File: config.mk
export PLATFORM = sky130hd
export DESIGN_NAME = mult_seq_ctrl
export DESIGN_NICKNAME = d
export VERILOG_FILES = /design/src/rtl/mult_seq_pkg.sv /design/src/rtl/multiplier.sv /design/src/rtl/mult_seq_ctrl.sv
export SDC_FILE = /design/constraint.sdc
export NUM_CORES = 1
export LEC_CHECK = 0
export BUFFER_PORTS_ARGS = -buffer_cell sky130_fd_sc_hd__buf_2
export CELL_PAD_IN_SITES_DETAIL_PLACEMENT = 0
export CELL_PAD_IN_SITES_GLOBAL_PLACEMENT = 1
export CORE_ASPECT_RATIO = 0.5
export CORE_UTILIZATION = 43
export DETAILED_ROUTE_END_ITERATION = 10
export PLACE_DENSITY_LB_ADDON = 0.1
export SLEW_MARGIN = 20
export SYNTH_ARGS = -nofsm -noshare
export SYNTH_HDL_FRONTEND = slang
export SYNTH_SLANG_ARGS = --single-unit
File: constraint.sdc
create_clock -name clk -period 4.4 [get_ports clk]
set_input_delay 0.88 -clock clk [delete_from_list [all_inputs] [get_ports clk]]
set_output_delay 0.88 -clock clk [all_outputs]
set_load 0.02 [all_outputs]
File: src/rtl/mult_seq_pkg.sv
// Shared types and constants for the sequential digit-serial multiplier.
package mult_seq_pkg;

    typedef enum logic [1:0] {
        IDLE = 2'd0,
        RUN  = 2'd1,
        DONE = 2'd2
    } state_t;

    localparam int DIGIT_W = 2;

endpackage

File: src/rtl/multiplier.sv
// 2x2 unsigned digit multiplier built from two gated partial products.
module multiplier (
    input  logic [1:0] A,
    input  logic [1:0] B,
    output logic [3:0] P
);

    assign P = ({2'b00, A} & {4{B[0]}}) + ({1'b0, A, 1'b0} & {4{B[1]}});

endmodule

File: src/rtl/mult_seq_ctrl.sv
// Sequential unsigned multiplier: one 2x2 digit product per cycle, NDIG*NDIG
// cycles per operation, valid/ready handshakes on both sides.
module mult_seq_ctrl
    import mult_seq_pkg::*;
#(
    parameter int WIDTH = 8
) (
    input  logic               clk,
    input  logic               rst_n,
    input  logic               in_valid,
    output logic               in_ready,
    input  logic [WIDTH-1:0]   a,
    input  logic [WIDTH-1:0]   b,
    output logic               out_valid,
    input  logic               out_ready,
    output logic [2*WIDTH-1:0] p,
    output logic               busy
);

    localparam int NDIG  = WIDTH / DIGIT_W;
    localparam int IDX_W = (NDIG > 1) ? $clog2(NDIG) : 1;
    localparam int PW    = 2 * WIDTH;
    localparam logic [IDX_W-1:0] LAST_IDX = IDX_W'(NDIG - 1);

    state_t             state_q, state_d;
    logic [WIDTH-1:0]   a_q, a_d, b_q, b_d;
    logic [PW-1:0]      acc_q, acc_d;
    logic [IDX_W-1:0]   i_q, i_d, j_q, j_d;

    logic [DIGIT_W-1:0]   a_dig, b_dig;
    logic [2*DIGIT_W-1:0] dig_prod;
    logic [PW-1:0]        prod_ext;
    logic [IDX_W:0]       dig_pos;

    assign a_dig = a_q[{i_q, 1'b0} +: DIGIT_W];
    assign b_dig = b_q[{j_q, 1'b0} +: DIGIT_W];

    multiplier u_mult (
        .A (a_dig),
        .B (b_dig),
        .P (dig_prod)
    );

    always_comb begin
        state_d  = state_q;
        a_d      = a_q;
        b_d      = b_q;
        acc_d    = acc_q;
        i_d      = i_q;
        j_d      = j_q;
        prod_ext = '0;
        prod_ext[2*DIGIT_W-1:0] = dig_prod;
        dig_pos  = {1'b0, i_q} + {1'b0, j_q};

        case (state_q)
            IDLE: begin
                if (in_valid) begin
                    a_d     = a;
                    b_d     = b;
                    acc_d   = '0;
                    i_d     = '0;
                    j_d     = '0;
                    state_d = RUN;
                end
            end
            RUN: begin
                // Digit weight is 4^(i+j), i.e. a shift of 2*(i+j) bits.
                acc_d = acc_q + (prod_ext << {dig_pos, 1'b0});
                if (j_q == LAST_IDX) begin
                    j_d = '0;
                    if (i_q == LAST_IDX) begin
                        i_d     = '0;
                        state_d = DONE;
                    end else begin
                        i_d = i_q + 1'b1;
                    end
                end else begin
                    j_d = j_q + 1'b1;
                end
            end
            DONE: begin
                if (out_ready) begin
                    state_d = IDLE;
                end
            end
            default: state_d = IDLE;
        endcase
    end

    always_ff @(posedge clk or negedge rst_n) begin
        if (!rst_n) begin
            state_q <= IDLE;
            a_q     <= '0;
            b_q     <= '0;
            acc_q   <= '0;
            i_q     <= '0;
            j_q     <= '0;
        end else begin
            state_q <= state_d;
            a_q     <= a_d;
            b_q     <= b_d;
            acc_q   <= acc_d;
            i_q     <= i_d;
            j_q     <= j_d;
        end
    end

    // Outputs decode straight from the state register, so reset clears them at once.
    assign in_ready  = (state_q == IDLE);
    assign busy      = (state_q != IDLE);
    assign out_valid = (state_q == DONE);
    assign p         = out_valid ? acc_q : '0;

endmodule

==> metrics.yaml <==
global_routing:
  grtUsageTotal_pct: 21.7
  antenna_found_initial: 0
  grt_pass1_vias: 2184
  grt_max_degree: 39
  grt_pass1_wl_mm: 10.8
  grt-ovfl-total: 0
placed_design:
  gp_congestion: 0.881
  placed_area_um2: 2890
  hpwl_mm: 4.61
  placed_cells: 421
  numPortBuffers: 38
synth:
  yosysWarnings: 0
  synth_compound_area_share_pct: 15.1
  synth_area_um2: 2670
  synth_edf_count: 0
  ys_top_cells_by_count: "nand2_1, dfrtp_1, ha_1, and2_1, nor2_1"
  synth_top_family_by_area: "simple AND/OR/NAND/NOR gates"
  synth.most_common_cell: "nand2_1"
  synthMuxAreaShare_pct: 4.12
  netlist.area_leader.share_pct: 35.6
  syn-num-nets: 359
  ys_ff_latch: 38
  synth_xor_area_share_pct: 4.59
  synth.largest_area_cell: "dfrtp_1"
  synth_seq_area_share_pct: 35.6
  synth_flop_cell: "dfrtp_1"
  synth_cell_types: 42
  synthSimpleGateAreaFrac_pct: 25.5
  synthArstFlopShare_pct: 100
  synth_adder_area_share_pct: 10.9
  syn_area_per_cell_um2: 8.43
  netlist_instances: 317
  ys_top_cells_by_area: "dfrtp_1, nand2_1, ha_1, and2_1, mux4_2"
timing:
  setup_viol: 0
  finalCritPeriodShare_pct: 87.2
  clock_skew_ns: 0.00805
  final_period_minus_worst_setup_slack_ns: 3.84
  hold_viol_final: 0
  slew_viol_final: 0
  timing.fmax_mhz: 261
  setup_tns_ns: 0
  slew_headroom_pct: 26.7
  grt_setup_unrepaired: "no"
  worst_pin_slew_ns: 1.10
cells_and_area:
  final_cells: 428
  multi_input_area_um2: 1610
  fillCellCount: 552
  drive_gt1_share_pct: 17.2
  antenna_cells: 0
  nNetsFinal: 386
  register_area_um2: 951
  area_delta_synth_final_pct: 13.2
  final_cell_area_um2: 3030
min_path:
  hp-start: "b_q[0]"
  hold_depth: 2
  hp-class: "register to register"
  holdPathEnd: "b_q[0]"
critical_path:
  crit-reg2reg-launch: "i_q[0]"
  worstSetupStartpointType: "register"
  timing.rr.end: "acc_q[15]"
  cp_top_family: "adder cells"
  worst_path_most_repeated_cell: "ha_1"
  rrSetupSlack_ns: 0.56
  r2r_cells: 14
  crit_buf_inv: 0
  slowest_delay_ns: 0.57
  worst_setup_path_end_kind: "register"
  required_ns: 4.56
  worstSetupPathType: "register to register"
  path_cells: "mux4_2 > and2_1 > ha_1 > ha_1 > nor2b_1 > a31oi_1 > nor2_1 > ha_1 > nand2_1 > nor2_1 > a21oi_1 > o31ai_1 > xnor2_1 > o21ai_1"
  crit_fanout: 7
  crit_slowest_cell: "mux4_2"
  critical_path_arrival_ns: 3.99
pwr:
  combPwrFrac_pct: 52.2
  leakage_uw: 0.00147
  p_sw_share_pct: 44.5
  clkPwrFrac_pct: 17.2
  p_per_area_nw_per_um2: 677
  vdd_drop_max_mv: 0.242
  share_seq_of_total_power_pct: 30.6
  p_sw_uw: 912
  power.internal_uw: 1140
clock_tree:
  hold_buffers: 0
  path_clk_slew_ns: 0.06
  cts_setup_buffers: 0
  htreeDepth: 2
  clk_latency_ns: 0.29
  cts_tree: "yes"
  cts_made_buffers: 5
  cts.sinks: 38
  cts_root_buf: "clkbuf_16"
  cts_resized: 0
  clock_path_buffers: 2
floorplan:
  initial_utilization_pct: 46.7
  die_h_um: 57.8
  fp.coreArea_um2: 5730
  rows: 19
  die_x_um: 114
  die_area_um2: 6560
  io_pins: 39
routing:
  vias: 2259
  drtIter0Drc: 141
  dr.pass1.iters: 4
  drc_errors: 0
  wl_per_cell_um: 14.9
  routed_via_density: 5.28
  ant_nets: 0
  wirelength_mm: 6.37
run:
  drv_cap: 0
outcome:
  status: "finished clean"
stage by stage:
| stage | utilization, % | setup WS (ns) | total power, uW | hold WS [ns] |
|---|---|---|---|---|
| after global placement | 50.4 | 0.692 | 1670 | 0.464 |
| after global routing | 52.8 | 0.250 | 2240 | 0.501 |
| after detailed placement | 50.4 | 0.589 | 1690 | 0.463 |
| after CTS | 52.8 | 0.568 | 2060 | 0.477 |
| final | 52.8 | 0.563 | 2050 | 0.471 |
| after floorplan | - | 0.999 | 1460 | 0.440 |
tightest hold or removal path: stages (launching register included):
cell     delay, ns
dfrtp_1       0.34
nand2_1       0.05
nand2_1       0.05
area by class of cell:
cell class                 instances  area share [%]
timing repair buffer              38            6.28
clock inverter                     2           0.331
tap                               84            3.47
sequential                        38            31.4
clock buffer                       5            4.13
inverter                           9            1.12
multi-input combinational        252            53.3
layer usage:
| metal | up-vias | wire, um | track usage (%) | share of wire, % |
|---|---|---|---|---|
| met1 | 1048 | 3310 | 30.9 | 52 |
| met4 | 0 | 65 | 6.39 | 1.0 |
| met5 | - | 0 | 0 | 0 |
| met2 | 65 | 2600 | 32.4 | 41 |
| li1 | 1138 | - | - | - |
| met3 | 8 | 388 | 5.86 | 6.1 |
cell families after synthesis:
kind of cell,after synthesis
AO/OA/AOI/OAI,62
XOR/XNOR,14
adder cells (fa/ha/maj),22
buffers and inverters,27
flip-flops,38
multiplexers,6
AND/OR/NAND/NOR,148
registers in the layout, summed over array words and instances (netlist names):
| register | count |
|---|---|
| acc_q | 16 |
| a_q | 8 |
| i_q | 2 |
| j_q | 2 |
| state_q | 2 |
| b_q | 8 |
worst max path at each step:
stage,start,end,slack [ns],depth (start not counted)
after floorplan,j_q[0],acc_q[8],1.0,14
after global placement,j_q[0],acc_q[8],0.69,14
after detailed placement,j_q[0],acc_q[11],0.59,14
after CTS,j_q[0],acc_q[8],0.57,14
after global routing,j_q[0],acc_q[11],0.25,14
final,i_q[0],acc_q[15],0.56,14
cell usage in the layout, fill, tap and decap left out, drive strengths merged, types with 5 or more instances in the layout:
cell type  Yosys  layout
dfrtp         38      38
nor2          19      19
and2          19      19
clkbuf        10       5
ha            20      20
a21oi         13      13
nand3         15      15
inv            9       9
xor2           7       7
nand2b         6       6
a21o           5       5
xnor2          7       7
o21ai         21      21
nor2b          6       6
a31oi          7       7
nand2         73      73
buf            8      38
power groups by stage:
stage | registers [uW] | clock network [uW] | logic, uW
global route | 655 | 376 | 1210
global placement | 631 | 0 | 1040
floorplan | 592 | 0 | 865
CTS | 628 | 363 | 1070
detailed placement | 636 | 0 | 1060
finish | 627 | 353 | 1070
No activity file was read; power rests on OpenSTA's default activity.
